**config.mk**
```make
export PLATFORM = sky130hd
export DESIGN_NAME = ps2_rx_fifo
export DESIGN_NICKNAME = d
export VERILOG_FILES = /design/src/rtl/ps2_rx_fifo.sv
export SDC_FILE = /design/constraint.sdc
export NUM_CORES = 1
export LEC_CHECK = 0
export CAP_MARGIN = 20
export CORE_MARGIN = 2
export CORE_UTILIZATION = 50
export DETAILED_ROUTE_END_ITERATION = 16
export PLACE_DENSITY = 0.75
export SLEW_MARGIN = 25
export SYNTH_ARGS = -nofsm -noshare
export SYNTH_HDL_FRONTEND = slang
export SYNTH_SLANG_ARGS = --single-unit
```
**constraint.sdc**
```tcl
create_clock -name clk -period 2.8 [get_ports clk]
set_input_delay 0.84 -clock clk [delete_from_list [all_inputs] [get_ports clk]]
set_output_delay 0.84 -clock clk [all_outputs]
set_load 0.05 [all_outputs]
```
**src/rtl/ps2_rx_fifo.sv**
```systemverilog
// rtl/ps2_rx_fifo.sv - PS/2 device-to-host receiver with byte FIFO, break counter; optional PS2_RX_TIMEOUT_EN frame timeout
module ps2_rx_fifo #(
    parameter int DEPTH_LOG2     = 3,
    parameter int TIMEOUT_CYCLES = 50000
) (
    input  logic       clk,
    input  logic       clrn,
    input  logic       ps2_clk,
    input  logic       ps2_data,
    output logic [7:0] data,
    output logic       ready,
    input  logic       nextdata_n,
    output logic       overflow,
    output logic [7:0] key_count
);

    localparam int DEPTH = 1 << DEPTH_LOG2;

    logic [2:0]            ps2c_sync_q, ps2c_sync_d;
    logic [1:0]            ps2d_sync_q, ps2d_sync_d;
    logic [3:0]            bitcnt_q, bitcnt_d;
    logic [9:0]            shift_q, shift_d;
    logic [DEPTH_LOG2:0]   wptr_q, wptr_d;
    logic [DEPTH_LOG2:0]   rptr_q, rptr_d;
    logic [7:0]            mem_q [DEPTH];
    logic [7:0]            mem_d [DEPTH];
    logic                  overflow_q, overflow_d;
    logic                  brk_q, brk_d;
    logic [7:0]            key_count_q, key_count_d;

    logic                  fall;
    logic                  ps2d;
    logic                  frame_ok;
    logic [7:0]            rx_byte;
    logic                  empty;
    logic                  full;
    logic                  pop;
    logic                  push;

`ifdef PS2_RX_TIMEOUT_EN
    localparam int TW = (TIMEOUT_CYCLES > 1) ? $clog2(TIMEOUT_CYCLES) : 1;
    localparam logic [TW-1:0] TLAST = TW'(TIMEOUT_CYCLES - 1);
    logic [TW-1:0] tcnt_q, tcnt_d;
`endif

    // s0 is bit 0, s2 is bit 2; a high-to-low step between s2 and s1 marks a PS/2 clock fall
    assign fall    = ps2c_sync_q[2] & ~ps2c_sync_q[1];
    assign ps2d    = ps2d_sync_q[1];
    assign rx_byte = shift_q[8:1];

    assign empty = (wptr_q == rptr_q);
    assign full  = ((wptr_q ^ rptr_q) == {1'b1, {DEPTH_LOG2{1'b0}}});
    assign pop   = ~nextdata_n & ~empty;
    // a pop on the same edge frees the slot, so a full FIFO can still accept
    assign push  = frame_ok & (~full | pop);

    assign ready     = ~empty;
    assign data      = empty ? 8'h00 : mem_q[rptr_q[DEPTH_LOG2-1:0]];
    assign overflow  = overflow_q;
    assign key_count = key_count_q;

    // synchronizers, bit counter, shift register and frame check
    always_comb begin
        ps2c_sync_d = {ps2c_sync_q[1:0], ps2_clk};
        ps2d_sync_d = {ps2d_sync_q[0], ps2_data};
        bitcnt_d    = bitcnt_q;
        shift_d     = shift_q;
        frame_ok    = 1'b0;
        if (fall) begin
            if (bitcnt_q == 4'd10) begin
                // start in shift_q[0], data in [8:1], parity in [9]; stop is the live bit
                bitcnt_d = 4'd0;
                frame_ok = ~shift_q[0] & ps2d & (^shift_q[9:1]);
            end else begin
                bitcnt_d = bitcnt_q + 4'd1;
                shift_d  = {ps2d, shift_q[9:1]};
            end
        end
`ifdef PS2_RX_TIMEOUT_EN
        tcnt_d = tcnt_q;
        if (fall || bitcnt_q == 4'd0) begin
            tcnt_d = '0;
        end else if (tcnt_q == TLAST) begin
            // stalled mid-frame too long: abandon the partial frame
            tcnt_d   = '0;
            bitcnt_d = 4'd0;
            shift_d  = '0;
        end else begin
            tcnt_d = tcnt_q + 1'b1;
        end
`endif
    end

    // FIFO pointers, storage, sticky overflow and break-sequence counter
    always_comb begin
        wptr_d      = wptr_q;
        rptr_d      = rptr_q;
        mem_d       = mem_q;
        overflow_d  = overflow_q;
        brk_d       = brk_q;
        key_count_d = key_count_q;
        if (push) begin
            mem_d[wptr_q[DEPTH_LOG2-1:0]] = rx_byte;
            wptr_d = wptr_q + 1'b1;
        end
        if (pop) begin
            rptr_d = rptr_q + 1'b1;
        end
        if (frame_ok && full && !pop) begin
            overflow_d = 1'b1;
        end
        // counting follows frame acceptance, regardless of whether the push fit
        if (frame_ok) begin
            if (rx_byte == 8'hF0) begin
                brk_d = 1'b1;
            end else if (brk_q) begin
                brk_d       = 1'b0;
                key_count_d = key_count_q + 8'd1;
            end
        end
    end

    // state registers
    always_ff @(posedge clk or negedge clrn) begin
        if (!clrn) begin
            ps2c_sync_q <= '0;
            ps2d_sync_q <= '0;
            bitcnt_q    <= '0;
            shift_q     <= '0;
            wptr_q      <= '0;
            rptr_q      <= '0;
            mem_q       <= '{default: '0};
            overflow_q  <= 1'b0;
            brk_q       <= 1'b0;
            key_count_q <= '0;
        end else begin
            ps2c_sync_q <= ps2c_sync_d;
            ps2d_sync_q <= ps2d_sync_d;
            bitcnt_q    <= bitcnt_d;
            shift_q     <= shift_d;
            wptr_q      <= wptr_d;
            rptr_q      <= rptr_d;
            mem_q       <= mem_d;
            overflow_q  <= overflow_d;
            brk_q       <= brk_d;
            key_count_q <= key_count_d;
        end
    end

`ifdef PS2_RX_TIMEOUT_EN
    // mid-frame idle counter
    always_ff @(posedge clk or negedge clrn) begin
        if (!clrn) begin
            tcnt_q <= '0;
        end else begin
            tcnt_q <= tcnt_d;
        end
    end
`endif

endmodule

```
==> results of run 1 <==
==> flip-flops by register name, indices dropped and copies added, names as in the netlist <==
signal and count:
shift_q 10, ps2c_sync_q 3, bitcnt_q 4, rptr_q 4
overflow 1, key_count 8, mem_q 64, ps2d_sync_q 2
brk_q 1, wptr_q 4
==> final timing paths <==
check                                    start              to  slack, ns
worst max-delay path                 rptr_q[0]         data[0]     -0.007
worst min-delay path            ps2d_sync_q[0]  ps2d_sync_q[1]       0.36
worst max register to register      shift_q[5]       mem_q[45]       0.18
worst min register to register  ps2d_sync_q[0]  ps2d_sync_q[1]       0.36
max in group asynchronous                 clrn       mem_q[25]       1.63
min in group asynchronous                 clrn       mem_q[55]       0.41
==> worst reg2reg max path: cells and delay by family (launching register included) <==
family	cells	cell delay, ns
flops	1	0.39
compound gates	1	0.22
simple gates	1	0.66
fa+ha+maj	1	0.28
xor+xnor	2	0.61
mux	1	0.34
==> metrics by stage <==
step                      hold slack, ns  setup slack, ns
final                              0.356         -0.00717
after global routing               0.376          -0.0675
after CTS                          0.359           0.0144
after detailed placement           0.336          -0.0228
after global placement             0.334           0.0368
after floorplan                    0.331           0.0619
==> routing by layer <==
layer | global-route usage | vias up | wire length, um
met5 | 0 | - | 0
met4 | 0.0686 | 0 | 158
met3 | 0.0298 | 13 | 209
met2 | 0.305 | 39 | 4540
met1 | 0.268 | 1393 | 4210
li1 | - | 1239 | -
==> logic make-up after synthesis <==
| group | share of synthesized area |
|---|---|
| XOR/XNOR | 0.0436 |
| multiplexers | 0.279 |
| AND/OR/NAND/NOR | 0.0739 |
| flip-flops | 0.537 |
| adder cells (fa/ha/maj) | 0.0186 |
| buffers and inverters | 0.0308 |
| AO/OA/AOI/OAI | 0.0165 |
==> repair_timing <==
item                                    4_1_cts  5_1_grt
cloned                                        0        2
hold buffers                                  0        0
resized for setup                             2       11
setup buffers                                 0        2
endpoints found under the setup margin        2       26
==> report_power, final <==
part	total, mW	internal (mW)	switching, mW
registers	1.78	1.64	0.145
logic	1.46	0.702	0.756
clock network	0.925	0.418	0.507
total	4.16	2.76	1.41
==> area by class of cell <==
cell class	instances	area [sq um]
Tap cell	111	139
Multi-Input combinational cell	194	2080
Clock inverter	5	60.1
Timing Repair Buffer	51	483
Fill cell	718	3740
Clock buffer	11	131
Inverter	9	33.8
Sequential cell	101	2530
==> cells in the final DEF (no fill, tap or decap), types with 2 or more instances in the layout <==
cell	count
dfrtp_1	100
mux2_2	66
buf_4	30
mux4_2	16
clkdlybuf4s50_1	12
xor2_1	11
nand2_1	11
inv_1	9
clkbuf_8	9
xnor2_1	8
mux2i_1	8
nor2_2	8
mux2_4	8
nor2_1	7
ha_1	7
o21ai_0	5
nand3_1	4
buf_6	4
and2_1	3
nand4_1	3
buf_12	3
nor3_1	2
a21o_1	2
a21oi_1	2
or4b_4	2
nor4b_4	2
clkbuf_1	2
==> metrics, run 1 <==
port bufs=22; Tot Pwr=4.16 mW; Bufs and invs on worst path=4; P per Cell Area=763 nW/um^2; Finished Layout Cells=482; final wirelength=9120 um; count of final setup violators=3; status=complete, but fails checks; peak supply drop=394 uV; total global routing overflow=0; net count after synthesis=338; Ant. Diodes=0; Root Driver=clkbuf_8; nets=378; Yosys top cell area share=0.537; slowest cell on the critical path=dfrtp_2; Final period util=1.00; unrepaired setup endpoints after global routing=true; relative slew slack=0.634; Worst setup EP type=output port; clock sink total=101; slowest stage delay, CP=0.46 ns; final-report max-slew violation count=0; worst skew pair latency=0.36 ns; Placer Congestion=0.783; EDFF count, synth=0; crit-path cells=buf_12 > xnor2_1 > nand3_2 > nor2_4 > buf_4 > buf_6 > nor2_2 > buf_4; Layout Skew=0.0135 ns; hpwl dp=6100 um; total number of vias=2684; CTS tree=yes; Slew @ Worst Pin=0.547 ns; Mean Syn Cell Area=14.4 sq um; DP Cell Count=462; core area=9200 sq um; Tightest Hold Check Type=reg2reg; chip width=101 um; Seq cells post-synth=101; Yosys warnings=0; element type at the critical path start=flop; Seq/Total Area, Yosys=0.537; largest net degree at the start of global routing=43; CTS H-tree depth=3; critical path depth in cells=8; Iter 0 DRT Violations=102; clock-pin slew on the worst setup and hold paths=0.09 ns; Area Overhead vs Synth=16.0%; wire per inst=18.9 um; TNS Setup=-0.0133 ns; Syn Inst Count=326; vias per cell=5.57; top_reg_cell synth=dfrtp_1; fin area=5460 sq um; most frequent cells after synthesis=dfrtp_1, mux2_2, mux4_2, nor2_1; initial antenna violation count=0; row count=35; hold path depth=0; critical path type=reg2out; Placed Area=5170 sq um; Initial Util=0.512; Tmin final=2.81 ns; layout cell share with drive strength beyond 1=0.445; CTS Buffer Depth=2; DRT Pass-1 Iters=4; crit path DAT=1.97 ns; TritonCTS buffer count=9; Crit path top cell by count=buf_4; Critical Path Fanout Max=10; die footprint=10200 sq um; Critical Path RT=1.96 ns; largest area contributor in the netlist=dfrtp_1; dominant cells by area after synthesis=dfrtp_1, mux2_2, mux4_2; final setup margin=-0.00717 ns; vias in the first global route=2863; P_leak=2.64 nW; # Max-Cap Violations=0; most instantiated library cell after synthesis=dfrtp_1; f_max=0.356 GHz; post-synth cell types=42; die height=101 um; worst reg2reg path depth=6; top cell family by delay on the critical path=buffers and inverters; I/O Pins=23; Tot GR Track Use=0.191; number of remaining DRC errors=0; failing checks=negative setup slack; Post-DRT Antenna Nets=0; final core area utilization=0.593; Final Hold Violating Endpoints=0; first-pass GRT wire length=14700 um; synthesized cell area=4700 sq um; FFs w/ async S/R, synth=1.00
Note: power is estimated with default switching activity, not from simulation.
==> inputs of run 2 (changes only) <==
Settings changed: SETUP_SLACK_MARGIN set to 0.5, SLEW_MARGIN 25 to 20.
==> run 2 against run 1 <==
  * The run now ends clean
  * Sequential share of layout area fell by 4.7 points
  * Non-clock buffer count rose by 17
  * Maximum frequency is 0.46% higher
  * Largest cell class unchanged
==> metrics, run 2 (same netlist as run 1, synthesis figures left out) <==
minimum setup slack among reg-to-reg paths=0.14 ns (-0.04 ns); clock-pin slew on the worst setup and hold paths=0.10 ns (about the same); TNS Setup=0 ns (+0.0133 ns); HP Start=ps2d_sync_q[0]; worst reg2reg path depth=6 (unchanged); CTS tree=yes; P per Cell Area=793 nW/um^2 (+4.0%); Post-DRT Antenna Nets=0 (unchanged); Most flops, register=mem_q; Tightest Hold Check Type=reg2reg; most common cell after layout, fill and taps aside=dfrtp_1; core area=9200 sq um (unchanged); final wirelength=10100 um (+11%); Iter 0 DRT Violations=93 (-8.8%); P_leak=2.93 nW (+11%); count of final setup violators=0 (-3); nets=395 (+4.5%); port bufs=22 (unchanged); hold path depth=0 (unchanged); layout cell share with drive strength beyond 1=0.513 (+0.0681); vias per cell=5.68 (+2.0%); total global routing overflow=0 (unchanged); initial antenna violation count=0 (unchanged); I/O Pins=23 (unchanged); status=finished clean; Placer Congestion=0.735 (-6.1%); Worst Hold End=ps2d_sync_q[1]; Crit path top cell by count=buf_4; wire per inst=20.3 um (+7.3%); Tot GR Track Use=0.215 (+0.0237); WHS=0.355 ns (-0.00109 ns); first-pass GRT wire length=16500 um (+12%); die footprint=10200 sq um (unchanged); f_max=0.358 GHz (+0.46%); Initial Util=0.512 (unchanged); Slew @ Worst Pin=0.517 ns (-0.0294 ns); Final period util=0.998 (-0.00459); element type at the critical path start=flop; worst skew pair latency=0.37 ns (about the same); die height=101 um (unchanged); relative slew slack=0.655 (+0.0209); row count=35 (unchanged); number of remaining DRC errors=0 (unchanged); Worst setup EP type=output port; TritonCTS buffer count=9 (unchanged); total number of vias=2835 (+5.6%); max FFs per register=64 (unchanged); DRT Pass-1 Iters=4 (unchanged); Critical Path RT=1.96 ns (about the same); Area Overhead vs Synth=29.2%; Layout Skew=0.0136 ns (+0.000154 ns); vias in the first global route=3030 (+5.8%); RR Endpoint=mem_q[46]; slowest stage delay, CP=0.39 ns (-0.07 ns); Tmin final=2.79 ns (-0.0129 ns); hpwl dp=6230 um (+2.1%); most frequent cells in the layout=dfrtp_1, mux2_4, buf_4; clock sink total=101 (unchanged); largest net degree at the start of global routing=49 (+14%); unrepaired setup endpoints after global routing=true; Ant. Diodes=0 (unchanged); critical path type=reg2out; chip width=101 um (unchanged); Root Driver=clkbuf_8; # fillers=638 (-11%); Final Hold Violating Endpoints=0 (unchanged); r2r startpoint=shift_q[6]; crit path DAT=1.95 ns (-0.02 ns); CTS H-tree depth=3 (unchanged); DP Cell Count=462 (unchanged); peak supply drop=552 uV (+40%); Finished Layout Cells=499 (+3.5%); crit-path cells=buf_4 > buf_16 > xnor2_4 > nand3_2 > nor2_4 > buf_12 > buf_4 > nor2_2 > buf_6; final-report max-slew violation count=0 (unchanged); Critical Path Start=rptr_q[0]; Tot Pwr=4.82 mW (+16%); # Max-Cap Violations=0 (unchanged); slowest cell on the critical path=dfrtp_1; final core area utilization=0.661 (+0.0676); Critical Path Fanout Max=8 (-2); CTS Buffer Depth=2 (unchanged)
run 2: cell count changes in the layout (fill, tap and decap cells not counted), moves of 4 or more:
cell / change
buf_6: +15
clkdlybuf4s50_1: -9
nor2_2: -6
mux2i_1: -6
dlygate4sd2_1: +9
mux2_2: -57
mux2_4: +57
nor2_4: +8
buf_12: +4
run 2: final cells by class:
cell class              instances  area [sq um]  share of cell area
repair buffers                 68           733               0.121
clock buffers                  11           131              0.0216
inverters                       9          37.5             0.00617
flip-flops and latches        101          2530               0.416
multi-input cells             194          2470               0.406
well taps                     111           139              0.0228
clock inverters                 5          37.5             0.00617
run 2: what timing repair did:
item | in CTS | in global routing
pin swaps | 5 | 4
cloned | 1 | 1
endpoints found under the setup margin | 82 | 80
resized for setup | 79 | 17
hold buffers | 0 | 0
buffers inserted | 13 | 6
run 2: routing by layer:
| metal | up-vias | routed length [um] | track usage |
|---|---|---|---|
| met4 | 0 | 121 | 0.0468 |
| met5 | - | 0 | 0 |
| li1 | 1273 | - | - |
| met1 | 1520 | 4450 | 0.283 |
| met2 | 34 | 5280 | 0.360 |
| met3 | 8 | 285 | 0.0569 |
run 2: worst max-delay path by stage:
stage	endpoint	slack (ns)	cells past startpoint
2_1_floorplan	mem_q[40]	0.27	8
3_3_place_gp	mem_q[26]	0.05	5
3_5_place_dp	mem_q[26]	0.02	5
4_1_cts	data[3]	-0.01	6
5_1_grt	ready	-0.07	9
6_report	data[0]	0.006	9
run 2: per-stage QoR:
step,worst slack [ns],instance area (sq um)
detailed placement,0.0226,5330
global route,-0.0717,6080
finish,0.00569,6080
global placement,0.0461,5330
floorplan,0.271,4930
CTS,-0.0149,5910
run 2: critical path, delay by kind of cell, from the launching register on:
kind / cells / cell delay [ns]
flip-flops: 1 / 0.39
buffers and inverters: 5 / 0.75
XOR/XNOR: 1 / 0.14
AND/OR/NAND/NOR: 3 / 0.30
run 2: report_power, final:
part | switching [mW] | internal (mW)
logic | 1.07 | 1.14
clock network | 0.489 | 0.325
registers | 0.164 | 1.64
total | 1.72 | 3.10
